`src/rtl/clk_monitor.sv`:
```
// Receive-side clock checker: measures high/low/period of an asynchronous clk_in
// in system-clock cycles, flags out-of-tolerance phases and loss of clock.
module clk_monitor #(
  parameter int CNT_W    = 16,
  parameter int EXP_HIGH = 4,
  parameter int EXP_LOW  = 4,
  parameter int TOL      = 1,
  parameter int TIMEOUT  = 1024,
  parameter int EDGE_W   = 32
) (
  input  logic              clk,
  input  logic              rst_n,
  input  logic              clk_in,
  input  logic              enable,
  input  logic              clear,
  output logic [CNT_W-1:0]  high_len,
  output logic [CNT_W-1:0]  low_len,
  output logic [CNT_W:0]    period,
  output logic              meas_valid,
  output logic              period_err,
  output logic              clk_lost,
  output logic [EDGE_W-1:0] edge_count
);

  localparam logic [CNT_W-1:0] EXP_H   = CNT_W'(EXP_HIGH);
  localparam logic [CNT_W-1:0] EXP_L   = CNT_W'(EXP_LOW);
  localparam logic [CNT_W-1:0] TOL_C   = CNT_W'(TOL);
  localparam logic [CNT_W-1:0] TO_C    = CNT_W'(TIMEOUT);
  localparam logic [CNT_W-1:0] CNT_MAX = '1;

  typedef enum logic [1:0] {IDLE, ALIGN, MEAS_HIGH, MEAS_LOW} state_t;

  state_t           state, state_nxt;
  logic [2:0]       sync_pipe;  // [0],[1] synchronizer, [2] edge-detect delay
  logic             rise, fall;
  logic [CNT_W-1:0] cnt;
  logic             act, timeout;
  logic             latch_high, latch_low, load_cnt, set_lost, count_edge;

  function automatic logic [CNT_W-1:0] absdiff(input logic [CNT_W-1:0] a,
                                               input logic [CNT_W-1:0] b);
    return (a > b) ? a - b : b - a;
  endfunction

  always_ff @(posedge clk or negedge rst_n) begin
    if (!rst_n) sync_pipe <= '0;
    else        sync_pipe <= {sync_pipe[1:0], clk_in};
  end

  assign rise    = sync_pipe[1] & ~sync_pipe[2];
  assign fall    = ~sync_pipe[1] & sync_pipe[2];
  assign act     = enable & ~clear;
  assign timeout = (cnt == TO_C);

  always_ff @(posedge clk or negedge rst_n) begin
    if (!rst_n) state <= IDLE;
    else        state <= state_nxt;
  end

  // Disable beats clear, clear beats any edge or timeout
  always_comb begin
    state_nxt = state;
    if (!enable)     state_nxt = IDLE;
    else if (clear)  state_nxt = ALIGN;
    else begin
      case (state)
        IDLE:      state_nxt = ALIGN;
        ALIGN:     if (rise) state_nxt = MEAS_HIGH;
        MEAS_HIGH: if (fall) state_nxt = MEAS_LOW;
                   else if (timeout) state_nxt = ALIGN;
        MEAS_LOW:  if (rise) state_nxt = MEAS_HIGH;
                   else if (timeout) state_nxt = ALIGN;
        default:   state_nxt = IDLE;
      endcase
    end
  end

  always_comb begin
    latch_high = act & (state == MEAS_HIGH) & fall;
    latch_low  = act & (state == MEAS_LOW) & rise;
    load_cnt   = latch_high | latch_low | (act & (state == ALIGN) & rise);
    set_lost   = act & timeout &
                 (((state == MEAS_HIGH) & ~fall) | ((state == MEAS_LOW) & ~rise));
    count_edge = act & (state != IDLE) & rise;
  end

  always_ff @(posedge clk or negedge rst_n) begin
    if (!rst_n) begin
      cnt <= '0;
    end else if (load_cnt) begin
      cnt <= CNT_W'(1);
    end else if ((state == MEAS_HIGH || state == MEAS_LOW) && cnt != CNT_MAX) begin
      cnt <= cnt + CNT_W'(1);
    end
  end

  always_ff @(posedge clk or negedge rst_n) begin
    if (!rst_n) begin
      high_len   <= '0;
      low_len    <= '0;
      period     <= '0;
      meas_valid <= 1'b0;
    end else begin
      meas_valid <= latch_low;
      if (latch_high) high_len <= cnt;
      if (latch_low) begin
        low_len <= cnt;
        period  <= {1'b0, high_len} + {1'b0, cnt};
      end
    end
  end

  // Status flags: clear zeroes them regardless of enable
  always_ff @(posedge clk or negedge rst_n) begin
    if (!rst_n) begin
      period_err <= 1'b0;
      clk_lost   <= 1'b0;
      edge_count <= '0;
    end else if (clear) begin
      period_err <= 1'b0;
      clk_lost   <= 1'b0;
      edge_count <= '0;
    end else begin
      if (latch_low && (absdiff(high_len, EXP_H) > TOL_C || absdiff(cnt, EXP_L) > TOL_C))
        period_err <= 1'b1;
      if (latch_low)     clk_lost <= 1'b0;
      else if (set_lost) clk_lost <= 1'b1;
      if (count_edge) edge_count <= edge_count + EDGE_W'(1);
    end
  end

endmodule

```
`config.mk`:
```
export PLATFORM = sky130hd
export DESIGN_NAME = clk_monitor
export DESIGN_NICKNAME = d
export VERILOG_FILES = /design/src/rtl/clk_monitor.sv
export SDC_FILE = /design/constraint.sdc
export NUM_CORES = 1
export LEC_CHECK = 0
export CORE_ASPECT_RATIO = 2
export CORE_MARGIN = 1.5
export CORE_UTILIZATION = 35
export DETAILED_ROUTE_END_ITERATION = 16
export GPL_TIMING_DRIVEN = 0
export SLEW_MARGIN = 30
export SYNTH_ARGS = -nofsm -noshare
export SYNTH_HDL_FRONTEND = slang
export SYNTH_SLANG_ARGS = --single-unit
```
`constraint.sdc`:
```
create_clock -name clk -period 3.2 [get_ports clk]
set_input_delay 0.32 -clock clk [delete_from_list [all_inputs] [get_ports clk]]
set_output_delay 0.32 -clock clk [all_outputs]
set_load 0.005 [all_outputs]
```
# Word-level counts from Yosys, hierarchy flattened
# Index checks and enable logic that the tools add are counted.
# classes
order_cmp,4
eq_ne,6
n_bitwise,23
muxes,18
n_reduce_logical,10
n_addsub,7
# op_table
operator,n
2-to-1 mux 16 bit,4
2-to-1 mux 32 bit,2
"adder 32 x 1 -> 32 bit, second input constant",1
"greater-than comparator 16 x 1 -> 1 bit, second input constant",2
"greater-than comparator 16 x 3 -> 1 bit, second input constant",2
"subtractor 16 x 3 -> 16 bit, second input constant",2
"subtractor 3 x 16 -> 16 bit, first input constant",2
adder 16 x 16 -> 17 bit,1
"adder 16 x 1 -> 16 bit, second input constant",1
"== test 16 x 11 -> 1 bit, second input constant",1
"inequality test 16 bit, second input constant",1
AND 1 bit,15
2-to-1 mux 2 bit,6
one-hot mux 2 bit (4 select lines),1
nonzero test 2 bit,4
2-to-1 mux 1 bit,5
inverter 1 bit,5
"== test 2 bit, second input constant",2
"inequality test 4 bit, second input constant",1
bitwise OR 1 bit,3
nonzero test 3 bit,1
"== test 2 x 1 -> 1 bit, second input constant",1
logical AND 1 bit,2
zero test 2 bit,1
logical OR 1 bit,2
# totals
out_inout_bits,84
regBits,105
word_cells,78
in_bits,5

# Depth between registers and ports, before layout
# Gate-level depths: netlist (run 1).
# logic_depth
depth_word,9
ltp_mapped,11
depth_no_buf,11

# Worst setup path after synthesis (run 1)
# Ideal clock, no wire load.
# synth_path
kind,reg-to-reg
start,register high_len[0]
end,register period[16]
n_path_buf,0
arrival_time_ns,2.578
required_time_ns,3.066
path_stages_with_launch,11
setup_slack_ns,0.488
path_cell_list,dfrtp_1 ha_1 inv_1 fa_1 nor2b_1 o31a_1 or2_2 a2111oi_0 o31ai_1 a2111oi_0 nor3_1
# synth_between
elab_chain_cells,1
# synth_rtl
item,line_no,source
"start, declared",16,"output logic [CNT_W-1:0] high_len,"
"start signal, assigned",105,if (latch_high) high_len <= cnt;
adder 16 x 16 -> 17 bit,108,"period <= {1'b0, high_len} + {1'b0, cnt};"
"end signal, assigned",108,
"end, declared",18,"output logic [CNT_W:0] period,"
# Every way passes these cells.
# A chain may end at the register's enable or synchronous reset.

# Worst setup path after layout (run 1)
# layout_path
start,input enable
end,register edge_count[26]
# layout_between
elab_chain_cells,4
# layout_rtl
item,line_no,source
"start, declared",14,"input logic enable,"
AND 1 bit,52,assign act = enable & ~clear;
AND 1 bit (2 in series),84,count_edge = act & (state != IDLE) & rise;
nonzero test 2 bit (no line),-,
"end signal, assigned",128,if (count_edge) edge_count <= edge_count + EDGE_W'(1);
"end, declared",22,output logic [EDGE_W-1:0] edge_count
# Every way passes these cells.

==> metrics.txt, run 1 <==
Rel. slew slack 0.4672; CP delay by family, top simple AND/OR/NAND/NOR gates; fin crit share 0.9493; RSZ-0062 raised after global routing false; critical path cell sequence clkdlybuf4s50_1, nor2b_2, and4bb_2, buf_2, nand4_1, nor3_2, nand4_2, or3_1, a21oi_1; first-pass GRT wire length ~27,000 um; final setup margin about 160 ps; final wirelength approximately 17,000 um; fill cell instance count of the final layout roughly 1,600; TritonCTS clock tree done; dominant cells by area after synthesis dfrtp_1 44%, ha_1 5.9%, nand2_1 5.4%; setup tns final 0 ps; Max stage delay on crit path ~560 ps; final setup violation count 0; Post-synth EDFFs 0; htree depth 3; initial antenna violation count 0; endpoints failing hold 0; Mapped Nets slightly below 700; Register Area roughly 0.0026 mm^2; Initial Utilization 0.3566; Slew @ Worst Pin ~800 ps; Worst setup EP type flop; root buffer cell clkbuf_16; Mapped Area 0.005949 mm^2; Core Region 0.01668 mm^2; Max Buffers Root-to-Sink 2; Via Count approximately 5,200; hold_sp clear; drt pass-1 iters 5; WP depth 9; area grow syn2layout 26.22%; crit path from enable; FMAX ~330 MHz; I/O pins 89; DRC 0; Async S/R FF share, synth 1.000; area of the multi-input gates 0.003149 mm^2; Clock Latency Late Sink around 350 ps; Max Slew Vio Count 0; Peak VDD IR between 0.3 and 0.4 mV; die width approximately 95 um; clk sinks between 100 and 150; Post-DP HPWL ~14,000 um; minimum clock period after layout around 3000 ps; CP Class input pin to flop; Yosys top cell area share 0.4416; Ys Warns 0; pwr/cell area between 500 and 600 mW/mm^2; worst min path class input pin to flop; # port buffers slightly below 90; vias in the first global route about 5,200; syn_area_per_cell 9.181 um^2; CP max-delay cell nor3_2; GRT Total Usage 0.1994; crit start category input pin; total gr overflow 0; register bit total from synthesis 105; most frequent cells after synthesis 105 x dfrtp_1, 86 x nand2_1, 70 x nor2_1, 49 x o21ai_0; antenna-violating nets left 0; gpl congestion 0.9201; post-layout util 0.4502; CP Buf/Inv Count 2; P_leak between 3 and 4 nW; n_diodes 0; R2R cell count 9; wire per inst around 18 um; R2R Path Start state[1]; ys flop type dfrtp_1; Worst R2R Setup Slack about 170 ps; Iteration-0 DRC Markers about 310; crit path DAT roughly 3300 ps; post-synth cell types 62; Worst Hold Depth 2; CP max FO 10; outcome finished clean; clk slew on worst S/H paths 70 ps; nets about 800; die footprint between 0.015 and 0.02 mm^2; Synth Instances 648; Hold Slack ~180 ps; pre-CTS setup slack -239.5 ps; Die Span Y between 150 and 200 um; CP required between 3000 and 4000 ps; maxcap violations 0; Clock Skew 11.08 ps; num rows 67; total power about 4 mW; CTS buffer count 9; Synth area leader dfrtp_1; pin count of the biggest net entering global routing 70; top-count cell post-synth dfrtp_1; via/cell ratio between 5 and 6; fraction of layout cells with a size suffix above 1 0.07784; sequential share of the synthesized area 0.4416
==> repair_timing <==
| action | CTS | global route |
|---|---|---|
| pin swaps | 1 | 1 |
| hold buffers | 1 | 0 |
| resized for setup | 1 | 5 |
| buffers inserted | 1 | 3 |
| gates cloned | 0 | 1 |
| hold endpoints to repair | 36 | 0 |
| endpoints found under the setup margin | 2 | 2 |
==> cells in the final DEF, fill, tap and decap left out, types with 3 or more instances in the layout <==
master,n
mux2_2,12
nor4_1,11
o21ai_0,49
a211oi_1,5
clkbuf_16,9
nand2b_1,8
ha_1,28
a21oi_1,29
xnor2_1,24
a31oi_1,4
clkdlybuf4s50_1,86
buf_6,4
nor2b_1,6
clkbuf_1,18
inv_1,17
a21o_1,3
mux2i_1,4
nand3_1,19
and3_1,7
nor2_1,70
o21a_1,5
and2_1,4
nand2_1,86
buf_4,5
or2_2,4
nand4_1,13
dfrtp_1,105
or3_1,15
nor3_1,19
xor2_1,30
and4_1,5
==> state kept, by name (all words and copies together) (netlist names) <==
register and count:
meas_valid 1, clk_lost 1, low_len 16, edge_count 32, period 17, high_len 16
state 2, sync_pipe 3, cnt 16, period_err 1
==> worst reg2reg max path, stage by stage, from the launching register on <==
cell and delay, ps:
dfrtp_1 320, clkbuf_1 290, nor2_1 70, and4bb_2 300, buf_2 210, nand4_1 250
nor3_2 560, nand4_2 370, or3_1 430, a21oi_1 170
==> report_power, final <==
| part | internal, mW | switching [mW] |
|---|---|---|
| Clock | 0.710 | 0.508 |
| Sequential | 1.42 | 0.152 |
| Combinational | 0.510 | 0.684 |
| Total | 2.64 | 1.34 |
==> final cells by class <==
class | instances | share of cell area
clock buffer | 10 | 0.03182
inverter | 19 | 0.009997
tap | 207 | 0.03449
multi-input combinational | 499 | 0.4194
buffer | 26 | 0.01766
clock inverter | 6 | 0.01166
sequential | 105 | 0.3499
timing repair buffer | 93 | 0.1251
==> worst paths after layout <==
path | to
min reg2reg | sync_pipe[1]
max | edge_count[26]
min in group asynchronous | cnt[2]
max reg2reg | edge_count[26]
max in group asynchronous | high_len[13]
min | clk_lost
==> metal layers <==
metal / up-vias / track usage / part of all wire
met5: - / 0 / 0
met4: 0 / 0.1039 / 0.048
met3: 41 / 0.02480 / 0.031
met2: 151 / 0.3857 / 0.58
met1: 2527 / 0.1941 / 0.34
li1: 2492 / - / -
==> through the flow <==
stage	cell area [um^2]	instances
final	7510	965
after global routing	7510	965
after CTS	7453	961
after detailed placement	7108	943
after global placement	7079	942
after floorplan	5949	648
==> cells by family after synthesis <==
family          synth area share
fa+ha+maj                0.06225
compound gates            0.1167
simple gates              0.2362
xor+xnor                 0.07949
flops                     0.4416
buf+inv                  0.03428
mux                      0.02944
No activity file was read; power rests on OpenSTA's default activity.
==> run 2, diff against run 1 <==
Settings changed: CORE_MARGIN 1.5 to not set.
==> run 2 against run 1 <==
First-iteration DRC count decreased by 40%; total power down 2.3%; critical endpoint is now period[16]; via count down 0.84%; count of clock-buffer cells in the layout shrank 1; largest cell class unchanged; sequential cell count is the same; sequential power about the same; clock power fell by 4%; sequential share of layout area increased by 0.20 points; non-clock buffer count down 2; final cell count is 0.31% lower.
==> metrics.txt, run 2 (same netlist as run 1, synthesis figures left out) <==
outcome finished clean; pwr/cell area between 500 and 600 mW/mm^2; die footprint 0.01756 mm^2; Max Buffers Root-to-Sink 2; Hold Slack approximately 160 ps; Slew @ Worst Pin about 800 ps; RSZ-0062 raised after global routing false; Clock Latency Late Sink 360 ps; P_leak 3.184 nW; Rel. slew slack 0.4625; worst reg2reg endpoint period[16]; CP required about 3400 ps; vias in the first global route 5,302; max reg flops 32; final setup margin about 200 ps; Worst setup EP type flop; Core Region ~0.017 mm^2; R2R Path Start high_len[0]; nets approximately 800; Regs by FF count edge_count x32, period x17; pre-CTS setup slack -233.3 ps; post-route insts no fill between 900 and 1,000; Worst R2R Setup Slack 200 ps; crit start category flop; fraction of layout cells with a size suffix above 1 0.07550; n_diodes 0; antenna-violating nets left 0; drt pass-1 iters 5; Clock Skew between 9 and 10 ps; die width 94.19 um; clk sinks approximately 110; Peak VDD IR about 0.35 mV; maxcap violations 0; first-pass GRT wire length ~28,000 um; area grow syn2layout 25.51%; DRC 0; minimum clock period after layout roughly 3000 ps; Top reg by flops edge_count; final wirelength between 15,000 and 20,000 um; CTS buffer count 9; Post-DP HPWL 13,850 um; Max Slew Vio Count 0; initial antenna violation count 0; # port buffers 87; htree depth 3; Initial Utilization 0.3566; via/cell ratio 5.371; endpoints failing hold 0; pin count of the biggest net entering global routing 70; commonest non-fill, non-tap cell in the layout dfrtp_1; CP max FO 7; commonest non-fill, non-tap cells in the layout 105 x dfrtp_1, 86 x nand2_1, 86 x clkdlybuf4s50_1; CP endpoint period[16]; Iteration-0 DRC Markers ~190; Via Count a little over 5,000; Placed Cells between 900 and 1,000; final setup violation count 0; root buffer cell clkbuf_16; R2R cell count 10; FMAX around 330 MHz; TritonCTS clock tree done; worst min path class input pin to flop; fin crit share 0.9360; clk slew on worst S/H paths about 80 ps; crit path DAT roughly 3200 ps; total gr overflow 0; crit path from high_len[0]; I/O pins around 90; GRT Total Usage 0.2075; Die Span Y about 190 um; wire per inst between 15 and 20 um; gpl congestion ~0.9; CP Class flop to flop; num rows 67
[run 2: stage by stage]
| stage | util | setup TNS, ps | total power, mW | cell area [um^2] |
|---|---|---|---|---|
| after floorplan | - | 0 | 2.335 | 5949 |
| after global placement | 0.4244 | -233850 | 2.689 | 7079 |
| after detailed placement | 0.4261 | -1202 | 2.719 | 7108 |
| after CTS | 0.4457 | 0 | 3.904 | 7436 |
| after global routing | 0.4476 | 0 | 4.118 | 7467 |
| final | 0.4476 | 0 | 3.889 | 7467 |
[run 2: where the power goes]
| part | switching [mW] | internal (mW) |
|---|---|---|
| registers | 0.156 | 1.42 |
| logic | 0.659 | 0.489 |
| clock network | 0.546 | 0.624 |
[run 2: critical path, cell delays in order, from the launching register on]
cell and delay, ps:
dfrtp_1 460, ha_1 280, inv_1 90, fa_1 220, nor2b_1 80, o31a_1 280
or2_2 330, a2111oi_2 390, o31ai_1 200, a2111oi_1 450, nor3_1 90
[run 2: what timing repair did]
action	CTS	global route
pin swaps	1	1
setup buffers	0	2
resized for setup	3	5
hold endpoints to repair	36	0
endpoints found under the setup margin	2	6
hold buffers	1	0
[run 2: worst min-delay path by stage]
stage,startpoint,to,cells after the start,slack [ps]
floorplan,rst_n,clk_lost,0,20
global placement,sync_pipe[0],sync_pipe[1],0,340
detailed placement,rst_n,period[1],1,260
CTS,clear,clk_lost,2,160
global route,clear,clk_lost,2,160
finish,clear,clk_lost,2,160
[run 2: area by class of cell]
type                       instances  area, um^2
fill                            1612        9215
multi-input combinational        498        3141
sequential                       105        2628
timing repair buffer              91       924.6
tap                              207       259.0
clock buffer                       9       225.2
buffer                            26       132.6
clock inverter                     7       85.08
inverter                          19       72.57
[run 2: layer usage]
layer / GRT usage / routed length [um] / part of all wire / up-vias
met5: 0 / 0 / 0 / -
met4: 0.1302 / 987 / 0.057 / 0
met1: 0.1913 / 5818 / 0.34 / 2505
met3: 0.02567 / 530 / 0.031 / 43
li1: - / - / - / 2476
met2: 0.4050 / 10010 / 0.58 / 143
==> run 3, diff against run 2 <==
Settings changed: ABC_CLOCK_PERIOD_IN_PS set to 3200, SKIP_LAST_GASP set to 1.
==> run 3 against run 2 <==
Critical endpoint unchanged; via count fell by 1.0%; setup slack improved by 2.7 ps; sequential power about the same; total power barely moved; count of clock-buffer cells in the layout unchanged; highest routed layer unchanged.
==> metrics.txt, run 3 (same netlist as run 1, synthesis figures left out) <==
die width 94.19 um; crit path DAT around 3200 ps; vias in the first global route between 5,000 and 6,000; CP required approximately 3400 ps; commonest non-fill, non-tap cell in the layout dfrtp_1; Peak VDD IR between 0.3 and 0.4 mV; nets 783; GRT Total Usage 0.2073; Top reg by flops edge_count; CP max FO 8; drt pass-1 iters 4; Slew @ Worst Pin ~830 ps; outcome finished clean; FMAX approximately 330 MHz; Register Area roughly 0.0026 mm^2; I/O pins 89; pre-CTS setup slack -233.3 ps; n_diodes 0; wire per inst between 15 and 20 um; final wirelength ~17,000 um; CTS buffer count 9; first-pass GRT wire length around 28,000 um; root buffer cell clkbuf_16; die footprint between 0.015 and 0.02 mm^2; Core Region between 0.015 and 0.02 mm^2; minimum clock period after layout ~3000 ps; Worst setup EP type flop; Initial Utilization 0.3566; fin crit share 0.9352; total gr overflow 0; RSZ-0062 raised after global routing true; R2R cell count 10; pwr/cell area roughly 520 mW/mm^2; Post-DP HPWL approximately 14,000 um; via/cell ratio around 5.3; Die Span Y 186.4 um; # port buffers just under 90; maxcap violations 0; DRC 0; fraction of layout cells with a size suffix above 1 0.07427; Hold Slack approximately 160 ps; antenna-violating nets left 0; Via Count between 5,000 and 6,000; endpoints failing hold 0; max reg flops 32; initial antenna violation count 0; fill cell instance count of the final layout about 1,600; final setup violation count 0; hold_sp clear; CP Class flop to flop; clk slew on worst S/H paths 80 ps; Clock Latency Late Sink approximately 360 ps; Regs by FF count edge_count x32, period x17; R2R Path Start cnt[0]; gpl congestion 0.9013; crit start category flop; Placed Cells between 900 and 1,000; area grow syn2layout 25.47%; pin count of the biggest net entering global routing 70; clk sinks roughly 110; commonest non-fill, non-tap cells in the layout 105 x dfrtp_1, 86 x nand2_1, 86 x clkdlybuf4s50_1; Iteration-0 DRC Markers 208; post-route insts no fill slightly below 1,000; Worst Hold Depth 2; num rows 67; worst min path class input pin to flop; Rel. slew slack 0.4395; htree depth 3; Max Buffers Root-to-Sink 2; final setup margin just over 200 ps; Clock Skew 9.384 ps; crit path from cnt[0]; area of the multi-input gates 0.003143 mm^2; TritonCTS clock tree done; total power 3.891 mW; Max Slew Vio Count 0; post-layout util 0.4475; P_leak around 3.2 nW
[run 3: cell count changes in the layout (fill, tap and decap cells not counted), sizes merged]
cell      delta
buf          -1
clkinv       -1
clkinvlp     +1
[run 3: layer usage]
metal  global-route usage  wire (um)
met5                    0          0
met3              0.02567        499
met1               0.1910       5822
met4               0.1302        965
met2               0.4047      10010
[run 3: final cells by class]
class                      count  share of cell area
multi-input combinational    498              0.4211
clock inverter                 7             0.01140
timing repair buffer          90              0.1229
sequential                   105              0.3520
inverter                      19             0.01006
clock buffer                   9             0.03017
buffer                        26             0.01777
tap                          207             0.03470
[run 3: per-stage QoR]
stage | setup TNS, ps | area, um^2
floorplan | 0 | 5949
global placement | -233850 | 7079
detailed placement | -1202 | 7108
CTS | -60.32 | 7435
global route | -5.264 | 7465
finish | 0 | 7465
[run 3: where the power goes]
group	internal, mW	leakage [nW]	switching, mW
Sequential	1.42	1.43	0.156
Combinational	0.489	1.59	0.658
Clock	0.624	0.146	0.549
[run 3: critical path, cell delays in order (launching register included)]
cell,delay (ps)
dfrtp_1,470
ha_1,260
inv_1,90
fa_1,220
nor2b_1,80
o31a_1,280
or2_2,330
a2111oi_2,390
o31ai_1,200
a2111oi_1,450
nor3_1,90
[run 3: final timing paths]
check / end / slack [ps]
worst max-delay path: period[16] / 210
worst min-delay path: clk_lost / 160
worst max register to register: period[16] / 210
worst min register to register: sync_pipe[1] / 370
max in group asynchronous: edge_count[10] / 2100
min in group asynchronous: edge_count[16] / 430
[run 3: timing repair]
item	in CTS	in global routing
hold buffers	1	0
endpoints found under the hold margin	36	0
pin swaps	0	1
gates resized for setup	2	6
buffers inserted	0	1
setup endpoints to repair	2	6
